## src/rtl/immediate_gen_pipe.sv

```systemverilog
// immediate_gen_pipe: RV32I/RV64I immediate decoder feeding a 2-entry skid
// buffer with valid/ready on both sides. Each entry carries a sideband tag and
// an illegal-select flag. FLUSH discards all buffered entries.
// Optional feature macro: IMMGEN_ZIMM_EN (SELECT[2:0]=110 decodes CSR zimm).
module immediate_gen_pipe #(
    parameter int XLEN  = 32,
    parameter int TAG_W = 32
) (
    input  logic             CLK,
    input  logic             RESET,
    input  logic             FLUSH,
    input  logic             IN_VALID,
    output logic             IN_READY,
    input  logic [31:0]      INSTRUCTION,
    input  logic [3:0]       SELECT,
    input  logic [TAG_W-1:0] IN_TAG,
    output logic             OUT_VALID,
    input  logic             OUT_READY,
    output logic [XLEN-1:0]  OUTPUT,
    output logic [TAG_W-1:0] OUT_TAG,
    output logic             OUT_ILLEGAL
);

    typedef enum logic [1:0] {
        EMPTY = 2'd0,
        HALF  = 2'd1,
        FULL  = 2'd2
    } state_t;

    state_t            state_q, state_d;
    logic [XLEN-1:0]   head_imm_q, head_imm_d, tail_imm_q, tail_imm_d;
    logic [TAG_W-1:0]  head_tag_q, head_tag_d, tail_tag_q, tail_tag_d;
    logic              head_ill_q, head_ill_d, tail_ill_q, tail_ill_d;

    logic [31:0]        raw_z;
    logic signed [31:0] raw_s;
    logic               force_zx;
    logic               dec_ill;
    logic [XLEN-1:0]    sext_v;
    logic [XLEN-1:0]    zext_v;
    logic [XLEN-1:0]    dec_imm;
    logic               push, pop;

    // Opcode bits never contribute to an immediate.
    logic unused_opcode;
    assign unused_opcode = ^INSTRUCTION[6:0];

    // Decode the immediate from the raw instruction into zero- and sign-extended forms.
    always_comb begin
        raw_z    = '0;
        raw_s    = '0;
        force_zx = 1'b0;
        dec_ill  = 1'b0;
        case (SELECT[2:0])
            3'b000: begin
                raw_z = {INSTRUCTION[31:12], 12'b0};
                raw_s = $signed({INSTRUCTION[31:12], 12'b0});
            end
            3'b001: begin
                raw_z = {11'b0, INSTRUCTION[31], INSTRUCTION[19:12], INSTRUCTION[20],
                         INSTRUCTION[30:21], 1'b0};
                raw_s = $signed({{11{INSTRUCTION[31]}}, INSTRUCTION[31], INSTRUCTION[19:12],
                                 INSTRUCTION[20], INSTRUCTION[30:21], 1'b0});
            end
            3'b010: begin
                raw_z = {20'b0, INSTRUCTION[31:20]};
                raw_s = $signed({{20{INSTRUCTION[31]}}, INSTRUCTION[31:20]});
            end
            3'b011: begin
                raw_z = {19'b0, INSTRUCTION[31], INSTRUCTION[7], INSTRUCTION[30:25],
                         INSTRUCTION[11:8], 1'b0};
                raw_s = $signed({{19{INSTRUCTION[31]}}, INSTRUCTION[31], INSTRUCTION[7],
                                 INSTRUCTION[30:25], INSTRUCTION[11:8], 1'b0});
            end
            3'b100: begin
                raw_z = {20'b0, INSTRUCTION[31:25], INSTRUCTION[11:7]};
                raw_s = $signed({{20{INSTRUCTION[31]}}, INSTRUCTION[31:25], INSTRUCTION[11:7]});
            end
            3'b101: begin
                force_zx = 1'b1;
                if (XLEN == 32) raw_z = {27'b0, INSTRUCTION[24:20]};
                else            raw_z = {26'b0, INSTRUCTION[25:20]};
            end
`ifdef IMMGEN_ZIMM_EN
            3'b110: begin
                force_zx = 1'b1;
                raw_z    = {27'b0, INSTRUCTION[19:15]};
            end
`endif
            default: dec_ill = 1'b1;
        endcase
    end

    // Widen to XLEN and pick the extension mode; illegal selects yield zero.
    always_comb begin
        sext_v = XLEN'(raw_s);
        zext_v = XLEN'(raw_z);
        if (dec_ill)                      dec_imm = '0;
        else if (SELECT[3] || force_zx)   dec_imm = zext_v;
        else                              dec_imm = sext_v;
    end

    assign IN_READY  = (state_q != FULL);
    assign OUT_VALID = (state_q != EMPTY);
    assign push      = IN_VALID & IN_READY;
    assign pop       = OUT_VALID & OUT_READY;

    // Head registers drive the outputs, masked to zero while nothing is buffered.
    assign OUTPUT      = OUT_VALID ? head_imm_q : '0;
    assign OUT_TAG     = OUT_VALID ? head_tag_q : '0;
    assign OUT_ILLEGAL = OUT_VALID & head_ill_q;

    // Occupancy next-state and data movement; FLUSH overrides push and pop.
    always_comb begin
        state_d    = state_q;
        head_imm_d = head_imm_q;
        head_tag_d = head_tag_q;
        head_ill_d = head_ill_q;
        tail_imm_d = tail_imm_q;
        tail_tag_d = tail_tag_q;
        tail_ill_d = tail_ill_q;
        if (FLUSH) begin
            state_d = EMPTY;
        end else begin
            case (state_q)
                EMPTY: begin
                    if (push) begin
                        head_imm_d = dec_imm;
                        head_tag_d = IN_TAG;
                        head_ill_d = dec_ill;
                        state_d    = HALF;
                    end
                end
                HALF: begin
                    if (push && !pop) begin
                        tail_imm_d = dec_imm;
                        tail_tag_d = IN_TAG;
                        tail_ill_d = dec_ill;
                        state_d    = FULL;
                    end else if (push && pop) begin
                        head_imm_d = dec_imm;
                        head_tag_d = IN_TAG;
                        head_ill_d = dec_ill;
                    end else if (pop) begin
                        state_d = EMPTY;
                    end
                end
                FULL: begin
                    if (pop) begin
                        head_imm_d = tail_imm_q;
                        head_tag_d = tail_tag_q;
                        head_ill_d = tail_ill_q;
                        state_d    = HALF;
                    end
                end
                default: state_d = EMPTY;
            endcase
        end
    end

    // State and data registers with asynchronous clear.
    always_ff @(posedge CLK or posedge RESET) begin
        if (RESET) begin
            state_q    <= EMPTY;
            head_imm_q <= '0;
            head_tag_q <= '0;
            head_ill_q <= 1'b0;
            tail_imm_q <= '0;
            tail_tag_q <= '0;
            tail_ill_q <= 1'b0;
        end else begin
            state_q    <= state_d;
            head_imm_q <= head_imm_d;
            head_tag_q <= head_tag_d;
            head_ill_q <= head_ill_d;
            tail_imm_q <= tail_imm_d;
            tail_tag_q <= tail_tag_d;
            tail_ill_q <= tail_ill_d;
        end
    end

endmodule
```

## config.mk

```make
export PLATFORM = sky130hd
export DESIGN_NAME = immediate_gen_pipe
export DESIGN_NICKNAME = d
export VERILOG_FILES = /design/src/rtl/immediate_gen_pipe.sv
export SDC_FILE = /design/constraint.sdc
export NUM_CORES = 1
export LEC_CHECK = 0
export ABC_CLOCK_PERIOD_IN_PS = 5100
export CELL_PAD_IN_SITES_DETAIL_PLACEMENT = 0
export CELL_PAD_IN_SITES_GLOBAL_PLACEMENT = 1
export CORE_MARGIN = 5
export CORE_UTILIZATION = 38
export CTS_CLUSTER_DIAMETER = 200
export DETAILED_ROUTE_END_ITERATION = 8
export PLACE_DENSITY = 0.79
export SETUP_SLACK_MARGIN = 0.4
export SYNTH_ARGS = -nofsm -noshare
export SYNTH_HDL_FRONTEND = slang
export SYNTH_SLANG_ARGS = --single-unit
```

## constraint.sdc

```tcl
create_clock -name CLK -period 5.1 [get_ports CLK]
set_input_delay 0.51 -clock CLK [delete_from_list [all_inputs] [get_ports CLK]]
set_output_delay 0.51 -clock CLK [all_outputs]
set_load 0.01 [all_outputs]
```

==> summary.md, run 1 <==
| Metric | Value |
|---|---|
| CP max stage delay | `between 0.5 and 0.6 ns` |
| IO Pins | `140` |
| Core Area | `0.0171 mm2` |
| Num rows | `48` |
| Clock sinks | `132` |
| Non-filler cells, final | `1098` |
| DRT Wirelength | `17500 um` |
| Die Footprint | `roughly 0.020 mm2` |
| Register area share after synthesis | `about half` |
| Flop-to-flop setup slack | `2.75 ns` |
| Placed insts | `1068` |
| Via count | `5505` |
| Vias in the first global route | `5417` |
| Design area | `0.00852 mm2` |
| Final min period | `3.02 ns` |
| TritonCTS clock tree | `done` |
| Clock H-tree levels | `4` |
| Post-Route Setup TNS | `0 ns` |
| Fmax | `~330 MHz` |
| Distinct cell type count after synthesis | `45` |
| Pre-CTS setup slack | `2.15 ns` |
| Hold Path End | `tail_imm_q[31]` |
| Worst-path cell chain | `or2_2 -> buf_4 -> and2_1 -> clkdlybuf4s50_1` |
| All-Layer GR Usage | `18.0%` |
| Fin nets | `between 900 and 1000` |
| Multi-input gate area | `roughly 0.003 mm2` |
| Worst EP required | `4.59 ns` |
| Slew of the pin with the lowest slew margin | `0.956 ns` |
| Post-layout worst setup margin | `2.08 ns` |
| Post-synth ARST share | `100%` |
| GRT overflow | `0` |
| Largest net degree at the start of global routing | `104` |
| Cts repair resizes | `0` |
| Worst hold start | `tail_imm_q[31]` |
| Post-Syn Area | `0.00658 mm2` |
| CTS Root Cell | `clkbuf_16` |
| RR Startpoint | `state_q[1]` |
| TritonCTS buffer count | `17` |
| CP arrival | `2.51 ns` |
| Wire per inst | `15.9 um` |
| Total Power | `3.13 mW` |
| Area growth syn-to-layout | `29.4%` |
| P per Cell Area | `367 mW/mm2` |
| Static Leak | `3.76 nW` |
| Synth Net Count | `837` |
| Status | `finished, final reports clean` |
| Drc violations | `0` |
| First-pass GRT wire length | `just under 30000 um` |
| Final-report hold violation count | `0` |
| Post-Syn Instances | `764` |
| Initial core utilization | `38.5%` |
| Cell area after placement | `between 0.007 and 0.008 mm2` |
| Endpoints failing setup | `0` |
| Number of enable flip-flop cells after synthesis | `0` |
| Tcrit/Tclk final | `between 50% and 60%` |
| Setup crit end kind | `primary output` |
| ANT nets after route | `0` |
| Chip Width | `142 um` |
| Slew Limit Fails | `0` |
| Max Buffers Root-to-Sink | `2` |
| Clock latency at the later pin of the worst-skew pair | `0.42 ns` |
| Layout cells sized above 1 | `under 10%` |
| Register area | `roughly 0.0033 mm2` |
| Gpl congestion | `0.760` |
| Slew HR | `35.8%` |
| Worst path slowest cell | `clkdlybuf4s50_1` |
| Initial antenna violation count | `0` |
| PortBufs | `132` |
| # hold bufs at CTS | `0` |
| Hold Path Cell Cnt | `2` |
| Yosys warns | `0` |
| Primary FF master, synth | `dfrtp_1` |
| Clock-pin slew of the registers on the worst-case setup and hold paths | `about 0.060 ns` |
| Synth Register Bits | `roughly 130` |
| Die Ht | `142 um` |
| Hold crit path type | `flop to flop` |
| Initial DRC Count | `about 290` |
| Core Util, Final | `49.8%` |
| Syn_area_per_cell | `8.62 um2` |
| Reg2reg end | `head_imm_q[26]` |
| Startpoint types | `flop` |
| Max VDD drop | `between 0.2 and 0.25 mV` |
| N_diodes | `0` |
| Fill cell count | `1706` |
| Vias per inst | `5.01` |
| RSZ-0062 raised after global routing | `no` |
| Critical path class | `flop to primary output` |
| Final Skew | `0.00644 ns` |
| 1st-pass router iterations | `5` |
| Crit path max fanout | `53` |
| # Max-Cap Violations | `0` |
| Fin Hold WS | `approximately 0.47 ns` |
| R2r worst-path depth | `5` |
| HPWL after DPL | `10700 um` |
| Setup Buffers After CTS | `0` |
-- metal layers --
layer	global-route usage, %	vias up	part of all wire [%]
li1	-	2757	-
met1	25.0	2629	48
met2	28.6	103	47
met3	3.88	16	3.8
met4	4.90	0	1.2
met5	0	-	0
-- where the power goes --
group | leakage (nW) | switching, mW | internal, mW
clock network | 0.269 | 0.457 | 0.712
registers | 1.63 | 0.105 | 1.26
logic | 1.86 | 0.296 | 0.295
total | 3.76 | 0.857 | 2.27
-- area by class of cell --
type	instances	share of cell area [%]
tap	225	3.31
sequential	132	38.8
multi-input combinational	564	34.7
timing repair buffer	140	16.2
inverter	7	0.367
clock buffer	21	5.64
clock inverter	9	0.940
-- worst max-delay path, delay by kind of cell (launching register included) --
kind / cells / cell delay [ns]
simple gates: 2 / 0.55
buf+inv: 2 / 1.04
flops: 1 / 0.50
-- cells by family after synthesis --
kind of cell | synth area share (%)
flip-flops | 50.2
XOR/XNOR | 0.133
adder cells (fa/ha/maj) | 0.171
buffers and inverters | 5.09
AND/OR/NAND/NOR | 27.6
multiplexers | 2.81
AO/OA/AOI/OAI | 14.0
-- sequential cells by signal, indices dropped and copies added (netlist names) --
| register | flops |
|---|---|
| head_tag_q | 32 |
| head_imm_q | 32 |
| tail_imm_q | 32 |
| tail_ill_q | 1 |
| state_q | 2 |
| tail_tag_q | 32 |
| head_ill_q | 1 |
-- Yosys cell counts, drive strengths merged, types with 3 or more instances --
cell type,count,area [um2]
o21ai,16,80.1
mux2,12,135
nand2,216,811
nor2b,5,31.3
mux2i,5,50.1
dfrtp,132,3300
nor2,61,229
buf,31,196
and2,68,425
o221ai,8,70.1
o21a,5,37.5
a22o,13,114
a21oi,33,165
nand3,41,205
clkbuf,30,113
o211ai,11,82.6
nand2b,3,18.8
inv,7,26.3
a22oi,6,63.8
a31oi,42,263
-- cells in the final DEF (no fill, tap or decap), types with 2 or more instances in the layout --
cell type,instances
o211ai_1,11
a22oi_1,4
buf_4,8
dfrtp_1,132
o221ai_1,8
and2_1,67
o21a_1,5
clkinv_2,4
nor2_1,61
clkinvlp_4,4
a211oi_1,2
a22o_1,12
o21ai_0,15
nand2_1,216
clkbuf_16,17
nand2b_1,3
a31oi_1,42
clkbuf_8,4
clkdlybuf4s50_1,132
a21oi_1,33
mux2_2,12
nand3_1,40
mux2i_1,5
o22ai_1,2
nor2b_1,4
inv_1,5
-- worst max-delay path by stage --
stage	slack, ns	start	cells past startpoint	to
global route	1.87	state_q[0]	4	OUT_TAG[0]
finish	2.08	state_q[0]	4	OUTPUT[30]
CTS	1.98	state_q[0]	4	OUTPUT[11]
floorplan	1.06	RESET	1	head_ill_q
detailed placement	2.15	SELECT[1]	5	head_imm_q[7]
global placement	2.17	SELECT[1]	5	head_imm_q[6]
Power figures use the tool's default switching activity.
==> run 2, diff against run 1 <==
ABC_CLOCK_PERIOD_IN_PS = 2850   (was 5100)
clock period = 2.85 ns   (was 5.1 ns; I/O delays follow)
==> summary.md, run 2 (synthesis results as in run 1) <==
| Metric | Value |
|---|---|
| Status | `finished, final reports clean (unchanged)` |
| Met3 GRT Util | `3.24% (was 3.88%)` |
| CP arrival | `2.11 ns (was 2.51 ns)` |
| Worst-path cell chain | `or2_2 -> buf_4 -> and2_1 -> clkdlybuf4s50_1 (unchanged)` |
| CP endpoint | `OUTPUT[31] (was OUTPUT[30])` |
| Slew Limit Fails | `0 (unchanged)` |
| TritonCTS buffer count | `17 (unchanged)` |
| IO Pins | `140 (unchanged)` |
| Drc violations | `0 (unchanged)` |
| Endpoints failing setup | `0 (unchanged)` |
| Delay-heaviest family, CP | `buffers and inverters (unchanged)` |
| DRT Wirelength | `17700 um (was 17500 um)` |
| Largest net degree at the start of global routing | `88 (was 104)` |
| Post-Route Setup TNS | `0 ns (unchanged)` |
| Core Area | `0.0171 mm2 (unchanged)` |
| Final Skew | `0.00540 ns (was 0.00644 ns)` |
| GRT Max-Usage Layer | `met2 (unchanged)` |
| Highest-count cells in the layout ignoring fill and taps | `nand2_1, dfrtp_1, clkdlybuf4s50_1 (unchanged)` |
| Reg2reg end | `head_imm_q[26] (unchanged)` |
| Vias per inst | `5.03 (was 5.01)` |
| All-Layer GR Usage | `18.2% (was 18.0%)` |
| Clock sinks | `132 (unchanged)` |
| Crit path max fanout | `18 (was 53)` |
| Initial DRC Count | `348 (was 286)` |
| Initial antenna violation count | `0 (unchanged)` |
| Vias in the first global route | `5594 (was 5417)` |
| RSZ-0062 raised after global routing | `yes (was no)` |
| Gpl congestion | `0.774 (was 0.760)` |
| 1st-pass router iterations | `5 (unchanged)` |
| Slew HR | `56.6% (was 35.8%)` |
| Total Power | `5.77 mW (was 3.13 mW)` |
| Clock-pin slew of the registers on the worst-case setup and hold paths | `0.06 ns (about the same)` |
| Setup crit end kind | `primary output (unchanged)` |
| Startpoint types | `flop (unchanged)` |
| Max Buffers Root-to-Sink | `2 (unchanged)` |
| Worst EP required | `2.57 ns (was 4.59 ns)` |
| GRT overflow | `0 (unchanged)` |
| CTS Root Cell | `clkbuf_16 (unchanged)` |
| Critical path class | `flop to primary output (unchanged)` |
| CP Buf/Inv Count | `2 (unchanged)` |
| Slew of the pin with the lowest slew margin | `0.651 ns (was 0.956 ns)` |
| Via count | `5587 (was 5505)` |
| TritonCTS clock tree | `done (unchanged)` |
| CP Depth | `4 (unchanged)` |
| Initial core utilization | `38.5% (unchanged)` |
| # hold bufs at CTS | `0 (unchanged)` |
| Final-report hold violation count | `0 (unchanged)` |
| Worst path slowest cell | `clkdlybuf4s50_1 (unchanged)` |
| Wire per inst | `15.9 um (about the same)` |
| Tcrit/Tclk final | `~84%` |
| GRT met1 Usage | `24.6% (was 25.0%)` |
| Layout cells sized above 1 | `8.25% (was 7.22%)` |
| CP max stage delay | `0.48 ns (was 0.55 ns)` |
| Fmax | `418 MHz` |
| Met2 usage | `29.6% (was 28.6%)` |
| Clock latency at the later pin of the worst-skew pair | `0.41 ns (was 0.42 ns)` |
| Final min period | `about 2.4 ns` |
| Die Footprint | `0.0201 mm2 (unchanged)` |
| Chip Width | `142 um (unchanged)` |
| Flop-to-flop setup slack | `0.93 ns (was 2.75 ns)` |
| ANT nets after route | `0 (unchanged)` |
| Most common library cell in the layout ignoring fill and taps | `nand2_1 (unchanged)` |
| Max VDD drop | `0.382 mV (was 0.212 mV)` |
| CP Launch Point | `state_q[0] (unchanged)` |
| N_diodes | `0 (unchanged)` |
| HPWL after DPL | `11300 um (was 10700 um)` |
| Static Leak | `3.95 nW (was 3.76 nW)` |
| PortBufs | `132 (unchanged)` |
| Fin nets | `945 (was 935)` |
| P per Cell Area | `659 mW/mm2 (was 367 mW/mm2)` |
| Area growth syn-to-layout | `32.9% (was 29.4%)` |
| First-pass GRT wire length | `29300 um (was 28900 um)` |
| RR Startpoint | `state_q[1] (unchanged)` |
| Clock H-tree levels | `4 (unchanged)` |
| # Max-Cap Violations | `0 (unchanged)` |
| Num rows | `48 (unchanged)` |
| R2r worst-path depth | `4 (was 5)` |
| Hold crit path type | `input port to async pin (was flop to flop)` |
| Die Ht | `142 um (unchanged)` |
## run 2: per-stage QoR
stage               hold WS (ns)  instance area, um2  setup WS [ns]  cells  utilization (%)
detailed placement         0.450                8120          0.444   1078             47.4
global route               0.350                8750          0.380   1110             51.1
floorplan                  0.356                6590          0.928    764                -
CTS                        0.322                8730          0.410   1110             51.0
finish                     0.326                8750          0.459   1110             51.1
global placement           0.448                8120          0.463   1078             47.4
## run 2: final cells by class
type / instances / area (um2)
Tap cell: 225 / 282
Clock inverter: 9 / 126
Clock buffer: 23 / 478
Fill cell: 1638 / 8370
Timing Repair Buffer: 150 / 1570
Inverter: 7 / 30.0
Sequential cell: 132 / 3300
Multi-Input combinational cell: 564 / 2960
## run 2: timing repair
action | in CTS | in global routing
buffers inserted | 0 | 0
resized for setup | 4 | 6
endpoints found under the setup margin | 48 | 37
cloned | 0 | 0
pin swaps | 0 | 0
## run 2: how the worst min path moves through the flow
stage                  startpoint             end  cells after the start
floorplan               OUT_READY      state_q[1]                      1
global placement    tail_imm_q[0]   tail_imm_q[0]                      2
detailed placement  tail_imm_q[0]   tail_imm_q[0]                      2
CTS                         RESET  head_imm_q[16]                      3
global route                RESET  tail_imm_q[16]                      3
finish                      RESET  tail_imm_q[14]                      3
## run 2: worst min-delay path: stages
cell,delay (ns)
clkdlybuf4s50_1,0.44
clkinvlp_4,0.13
buf_12,0.25
## run 2: power breakdown
part / internal (mW) / switching (mW)
Combinational: 0.555 / 0.540
Clock: 1.44 / 0.790
Sequential: 2.26 / 0.185
## run 2: per-layer routing
layer,vias up,share of wire (%)
met5,-,0
li1,2776,-
met3,20,3.9
met1,2679,47
met4,0,1.7
met2,112,48
==> run 3, diff against run 2 <==
ABC_CLOCK_PERIOD_IN_PS = 2210   (was 2850)
clock period = 2.21 ns   (was 2.85 ns; I/O delays follow)
==> summary.md, run 3 (synthesis results as in run 1) <==
| Metric | Value |
|---|---|
| Status | `finished, final reports clean (unchanged)` |
| Clock latency at the later pin of the worst-skew pair | `0.42 ns (was 0.41 ns)` |
| Hold crit path type | `input port to async pin (unchanged)` |
| CTS Root Cell | `clkbuf_16 (unchanged)` |
| RSZ-0062 raised after global routing | `yes (unchanged)` |
| Fin Hold WS | `0.218 ns (was 0.326 ns)` |
| Fin nets | `958 (was 945)` |
| PortBufs | `132 (unchanged)` |
| IO Pins | `140 (unchanged)` |
| Die Ht | `142 um (unchanged)` |
| Most common library cell in the layout ignoring fill and taps | `nand2_1 (unchanged)` |
| P per Cell Area | `824 mW/mm2 (was 659 mW/mm2)` |
| TritonCTS clock tree | `done (unchanged)` |
| Worst EP required | `1.99 ns (was 2.57 ns)` |
| Non-filler cells, final | `1123 (was 1110)` |
| Post-layout worst setup margin | `0.253 ns (was 0.459 ns)` |
| Endpoints failing setup | `0 (unchanged)` |
| Area growth syn-to-layout | `32.7% (was 32.9%)` |
| First-pass GRT wire length | `29400 um (was 29300 um)` |
| Die Footprint | `0.0201 mm2 (unchanged)` |
| Layout cells sized above 1 | `10.4% (was 8.25%)` |
| Fmax | `511 MHz` |
| Initial core utilization | `38.5% (unchanged)` |
| Largest net degree at the start of global routing | `67 (was 88)` |
| Chip Width | `142 um (unchanged)` |
| Crit path max fanout | `33 (was 18)` |
| Final Skew | `0.0107 ns (was 0.00540 ns)` |
| Clock-pin slew of the registers on the worst-case setup and hold paths | `0.06 ns (about the same)` |
| GRT met1 Usage | `24.7% (was 24.6%)` |
| Vias per inst | `4.93 (was 5.03)` |
| HPWL after DPL | `11300 um (about the same)` |
| GRT overflow | `0 (unchanged)` |
| Wire per inst | `15.7 um (was 15.9 um)` |
| Drc violations | `0 (unchanged)` |
| Initial DRC Count | `253 (was 348)` |
| # Max-Cap Violations | `0 (unchanged)` |
| TritonCTS buffer count | `17 (unchanged)` |
| Design area | `0.00874 mm2 (was 0.00875 mm2)` |
| Clock H-tree levels | `4 (unchanged)` |
| Final min period | `1.96 ns` |
| Highest-count cells in the layout ignoring fill and taps | `nand2_1, dfrtp_1, and2_1 (was nand2_1, dfrtp_1, clkdlybuf4s50_1)` |
| GRT Max-Usage Layer | `met2 (unchanged)` |
| Max VDD drop | `0.552 mV (was 0.382 mV)` |
| DRT Wirelength | `17700 um (about the same)` |
| 1st-pass router iterations | `8 (was 5)` |
| Slew HR | `57.8% (was 56.6%)` |
| Static Leak | `4.16 nW (was 3.95 nW)` |
| Vias in the first global route | `5597 (was 5594)` |
| Initial antenna violation count | `0 (unchanged)` |
| Cell area after placement | `0.00821 mm2 (was 0.00812 mm2)` |
| All-Layer GR Usage | `18.3% (was 18.2%)` |
| Critical path class | `flop to primary output (unchanged)` |
| Clock sinks | `132 (unchanged)` |
| Met3 GRT Util | `3.40% (was 3.24%)` |
| Slew Limit Fails | `0 (unchanged)` |
| N_diodes | `0 (unchanged)` |
| Placed insts | `1089 (was 1078)` |
| Via count | `5534 (was 5587)` |
| Post-Route Setup TNS | `0 ns (unchanged)` |
| Pre-CTS setup slack | `0.145 ns (was 0.444 ns)` |
| Core Area | `0.0171 mm2 (unchanged)` |
| Num rows | `48 (unchanged)` |
| Gpl congestion | `0.748 (was 0.774)` |
| Total Power | `7.20 mW (was 5.77 mW)` |
| CP arrival | `1.74 ns (was 2.11 ns)` |
| Slew of the pin with the lowest slew margin | `0.633 ns (was 0.651 ns)` |
| Met2 usage | `30.0% (was 29.6%)` |
| Core Util, Final | `51.0% (was 51.1%)` |
| ANT nets after route | `0 (unchanged)` |
| Startpoint types | `flop (unchanged)` |
| Tcrit/Tclk final | `88.6%` |
| Max Buffers Root-to-Sink | `2 (unchanged)` |
| Final-report hold violation count | `0 (unchanged)` |
| Setup crit end kind | `primary output (unchanged)` |
-- run 3: cell type report --
cell class | count | area [um2]
Clock buffer | 18 | 439
Tap cell | 225 | 282
Clock inverter | 14 | 128
Inverter | 7 | 30.0
Sequential cell | 132 | 3300
Timing Repair Buffer | 163 | 1590
Fill cell | 1694 | 8380
Multi-Input combinational cell | 564 | 2960
-- run 3: final timing paths --
| check | from | to | slack, ns | cells past startpoint |
|---|---|---|---|---|
| worst min register to register | tail_imm_q[0] | tail_imm_q[0] | 0.46 | 2 |
| worst max-delay path | state_q[0] | OUT_TAG[14] | 0.25 | 4 |
| max in group asynchronous | RESET | head_tag_q[14] | 1.39 | 3 |
| worst max register to register | state_q[1] | head_imm_q[30] | 0.52 | 6 |
| worst min-delay path | RESET | tail_tag_q[7] | 0.22 | 2 |
| min in group CLK | IN_TAG[15] | tail_tag_q[15] | 0.36 | 3 |
-- run 3: report_power, final --
part	total, mW	internal (mW)	switching, mW
registers	3.15	2.91	0.241
logic	1.35	0.659	0.695
clock network	2.69	1.58	1.11
-- run 3: worst max-delay path, cell delays in order (launching register included) --
cell,delay [ns]
dfrtp_1,0.38
or2_4,0.29
buf_12,0.18
and2_1,0.19
dlygate4sd2_1,0.28
-- run 3: metal layers --
layer  vias up  share of wire [%]
met2       131                 49
met5         -                  0
met3        12                3.8
met4         0                1.3
li1       2807                  -
met1      2584                 46
-- run 3: repair_timing --
action / in CTS / in global routing
pin swaps: 0 / 0
hold buffers: 0 / 0
endpoints found under the setup margin: 67 / 93
cloned: 1 / 0
buffers inserted: 1 / 0
resized for setup: 75 / 5
